File: src/rtl/bin_to_bcd_scan.sv
// 14-bit binary to 4-digit BCD (sequential double-dabble) with a multiplexed
// digit scan that feeds a BCD-to-seven-segment decoder; 4'hF is the blank code.

module bcd_add3 (
  input  logic [3:0] din,
  output logic [3:0] dout
);
  assign dout = (din >= 4'd5) ? din + 4'd3 : din;
endmodule

module bin_to_bcd_scan #(
  parameter int SCAN_DIV = 50000,
  parameter bit LZ_BLANK = 1'b1
) (
  input  logic        clk,
  input  logic        rst,
  input  logic [13:0] value,
  input  logic        load,
  output logic        busy,
  output logic        done,
  output logic [3:0]  outBCD,
  output logic [3:0]  an
);

  localparam int          NDIG   = 4;
  localparam logic [19:0] PRE_TC = 20'(SCAN_DIV - 1);
  localparam logic [3:0]  BLANK  = 4'hF;

  typedef enum logic [1:0] {IDLE, CONV, UPDATE} state_t;

  state_t                     state, state_n;
  logic [13:0]                sh, sh_n;
  logic [NDIG-1:0][3:0]       scr, adj, scr_n;
  logic [29:0]                shifted;
  logic [3:0]                 iter;
  logic                       ovf;
  logic [NDIG-1:0][3:0]       dig, shown;
  logic [19:0]                pre;
  logic [1:0]                 idx;

  // add-3 correction on every scratch nibble, ahead of the shift
  for (genvar g = 0; g < NDIG; g++) begin : g_dab
    bcd_add3 u_add3 (.din(scr[g]), .dout(adj[g]));
  end

  assign shifted = {adj, sh} << 1;
  assign scr_n   = shifted[29:14];
  assign sh_n    = shifted[13:0];

  always_ff @(posedge clk) begin
    if (!rst) state <= IDLE;
    else      state <= state_n;
  end

  always_comb begin
    state_n = state;
    case (state)
      IDLE:    if (load) state_n = CONV;
      CONV:    if (iter == 4'd13) state_n = UPDATE;
      UPDATE:  state_n = IDLE;
      default: state_n = IDLE;
    endcase
  end

  assign busy = (state != IDLE);

  always_ff @(posedge clk) begin
    if (!rst) begin
      sh   <= '0;
      scr  <= '0;
      iter <= '0;
      ovf  <= 1'b0;
      dig  <= '0;
      done <= 1'b0;
    end else begin
      done <= 1'b0;
      case (state)
        IDLE: if (load) begin
          sh   <= value;
          scr  <= '0;
          iter <= '0;
          ovf  <= (value > 14'd9999);
        end
        CONV: begin
          scr  <= scr_n;
          sh   <= sh_n;
          iter <= iter + 4'd1;
        end
        UPDATE: begin
          dig  <= ovf ? {NDIG{BLANK}} : scr;
          done <= 1'b1;
        end
        default: ;
      endcase
    end
  end

  // overflow digits are already 4'hF, so they pass through untouched here
  always_comb begin
    shown = dig;
    if (LZ_BLANK) begin
      if (dig[3] == 4'd0)                                      shown[3] = BLANK;
      if (dig[3] == 4'd0 && dig[2] == 4'd0)                    shown[2] = BLANK;
      if (dig[3] == 4'd0 && dig[2] == 4'd0 && dig[1] == 4'd0)  shown[1] = BLANK;
    end
  end

  // scan runs free of the FSM; outputs re-evaluated every cycle
  always_ff @(posedge clk) begin
    if (!rst) begin
      pre    <= '0;
      idx    <= '0;
      an     <= 4'b1110;
      outBCD <= 4'h0;
    end else begin
      if (pre == PRE_TC) begin
        pre <= '0;
        idx <= idx + 2'd1;
      end else begin
        pre <= pre + 20'd1;
      end
      an     <= ~(4'b0001 << idx);
      outBCD <= shown[idx];
    end
  end

endmodule

File: config.mk
export PLATFORM = sky130hd
export DESIGN_NAME = bin_to_bcd_scan
export DESIGN_NICKNAME = d
export VERILOG_FILES = /design/src/rtl/bin_to_bcd_scan.sv
export SDC_FILE = /design/constraint.sdc
export NUM_CORES = 1
export LEC_CHECK = 0
export CAP_MARGIN = 40
export CORE_MARGIN = 2
export CORE_UTILIZATION = 52
export CTS_CLUSTER_DIAMETER = 200
export CTS_CLUSTER_SIZE = 30
export DETAILED_ROUTE_END_ITERATION = 16
export GPL_TIMING_DRIVEN = 0
export PLACE_DENSITY = 0.81
export SLEW_MARGIN = 20
export SYNTH_ARGS = -nofsm -noshare
export SYNTH_HDL_FRONTEND = slang
export SYNTH_SLANG_ARGS = --single-unit
File: constraint.sdc
create_clock -name clk -period 1.5 [get_ports clk]
set_input_delay 0.3 -clock clk [delete_from_list [all_inputs] [get_ports clk]]
set_output_delay 0.3 -clock clk [all_outputs]
set_load 0.005 [all_outputs]
==> reports/qor.csv <==
metric,value,unit
yosys_most_used_dff,dfxtp_1,
port_buffers,26,
violations,negative setup slack,
utilization,0.694,
final_common_cell,nor2_1,
outcome,finished with violations,
rows,30,
rsz0062_at_grt,true,
cts.clk_slew.worst_paths,90,ps
timing.final.crit_share,1.04,
synth_enable_flop_cells,0,
yosysSeqAreaShare,0.454,
hp-start,sh[5]$_SDFFE_PN0P_,
place_area,4120,sq um
stdcell_count,580,
core-area,6830,sq um
rrSetupSlack,-60,ps
finalWeightedCongestion,0.817,
holdPathEnd,sh[5]$_SDFFE_PN0P_,
r2r_start,pre[9]$_SDFF_PP0_,
fin_total_pwr,4.48,mW
drtIter0Drc,205,
h-tree-depth,3,
timing.rr.end,pre[17]$_SDFF_PP0_,
nNetsFinal,511,
most-common-layout-cells,"nor2_1, dfxtp_1, clkdlybuf4s50_1",
antenna_found_initial,0,
cts_num_sinks,84,
min_period,1560,ps
finalSetupViolations,18,
ys_ff_latch,84,
drc,0,
worstSetupStartpointType,flip-flop,
ant_nets,0,
initial_utilization,0.542,
gr-total-overflow,0,
die_h,88.4,microns
hold_path_class,reg -> reg,
finalWirelength,9.05,mm
worstSetupPathType,reg -> reg,
syn_area_per_cell,8.71,sq um
tightest_slew,546,ps
clk_path_buf_depth,2,
track_usage,0.229,
hold_viol,0,
ys_warn_count,0,
skew,11.8,ps
worstSkewPairLatency,350,ps
cp-startpoint,pre[9]$_SDFF_PP0_,
numCtsBuffers,9,
maxSlewViolCount,0,
drive_gt1_frac,0.248,
holdPathStages,2,
diodes,0,
area_growth,28.1,%
die_w,88.4,microns
grt_max_degree,15,
hold_buffers,0,
netlist_instances,425,
dpl.cell_count,547,
fin_ws,-58.8,ps
slew_headroom,0.635,
arrival,1850,ps
critPathMaxFanout,7,
power_density,945,nW/um^2
cts_tree,yes,
first_pass_iters,5,
final_area,4740,sq um
fmax,642,MHz
synth_fp_nets,457,
crit_required,1790,ps
grt_pass1_vias,3050,
async_flop_share,0,
fin_setup_tns,-458,ps
syn-cell-area,3700,sq um
synthDistinctLibCells,47,
maxCapViolCount,0,
dp_hpwl,5.75,mm
via_count,3308,
endpoint_kind,flip-flop,
routed_via_density,5.70,
wire_per_inst,15.6,microns
grt_pass1_wl,14.1,mm
die_area,7810,sq um
dp_worst_setup_slack,-702,ps
io_pins,27,
reg2reg_depth,4,
root_buffer,clkbuf_8,
hold_slack,483,ps
vdd_ir_drop_max,555,uV
leakagePower,1.71,nW
critical path, cell delays in order (launching register included):
cell and delay, ps:
dfxtp_4 400, and4_4 260, nand4_1 180, or4_4 520, a21oi_2 130
power by group:
group	total, mW	switching [mW]	internal, mW
Clock	1.78	0.831	0.946
Combinational	0.383	0.206	0.178
Sequential	2.32	0.0415	2.28
layer usage:
metal / track usage / routed length, microns
met1: 0.283 / 3960
met2: 0.394 / 4620
met3: 0.0373 / 278
met4: 0.0950 / 197
met5: 0 / 0
sequential cells by signal (all words and copies together) (netlist names):
register  count
iter          4
outBCD        4
sh           14
idx           2
scr          16
pre          20
an            4
state         2
dig          16
ovf           1
done          1
Yosys cell counts (2+ instances only):
library cell	count	area share
and2_1	2	0.0034
or4_1	5	0.010
xnor2_1	6	0.014
nand2_1	18	0.018
mux2i_1	2	0.0054
buf_1	3	0.0030
a211oi_1	17	0.034
a21oi_1	18	0.024
nor2b_1	2	0.0034
nand2b_1	10	0.017
dfxtp_1	84	0.45
o32ai_1	2	0.0047
and4_1	3	0.0071
a22o_1	2	0.0047
a311oi_1	3	0.0071
nor3b_1	2	0.0041
nand4_1	7	0.012
o221ai_1	12	0.028
nand3_1	11	0.015
xor2_1	12	0.028
ha_1	15	0.051
nor3_1	5	0.0068
inv_1	18	0.018
nor2_1	82	0.083
o21ai_0	15	0.020
a32o_1	3	0.0081
o31ai_1	6	0.012
o22ai_1	14	0.024
clkbuf_1	14	0.014
buf_2	6	0.0081
nor4_1	3	0.0051
or3_1	4	0.0068
o21a_1	2	0.0041
mux2_2	3	0.0091
and3_1	2	0.0034
worst max path at each step:
stage	endpoint	cells after the start	slack, ps
6_report	pre[17]$_SDFF_PP0_	4	-60
5_1_grt	pre[17]$_SDFF_PP0_	4	-120
4_1_cts	scr[2]$_SDFFE_PN0P_	6	-50
3_5_place_dp	sh[9]$_SDFFE_PN0P_	5	-700
3_3_place_gp	scr[6]$_SDFFE_PN0P_	4	-680
2_1_floorplan	pre[0]$_SDFF_PP0_	7	-70
cells by family (layout without fill, tap and decap cells):
kind of cell             count (synthesis)  in the layout  share of synthesized area
AND/OR/NAND/NOR                        162            162                      0.209
AO/OA/AOI/OAI                           99             99                      0.183
flip-flops                              84             84                      0.454
buffers and inverters                   42            101                     0.0467
XOR/XNOR                                18             18                     0.0426
adder cells (fa/ha/maj)                 15             15                     0.0507
multiplexers                             5              5                     0.0145
timing repair:
action | 4_1_cts | 5_1_grt
pin swaps | 5 | 9
setup buffers | 11 | 8
resized for setup | 56 | 58
cloned | 1 | 0
setup endpoints to repair | 77 | 73
layout make-up:
class                           count  area, sq um
Sequential cell                    84         1720
Inverter                           18         67.6
Timing Repair Buffer               46          444
Tap cell                           96          120
Fill cell                         513         2090
Buffer                             21          148
Multi-Input combinational cell    299         2030
Clock inverter                      5         83.8
Clock buffer                       11          131
Note: power is estimated with default switching activity, not from simulation.
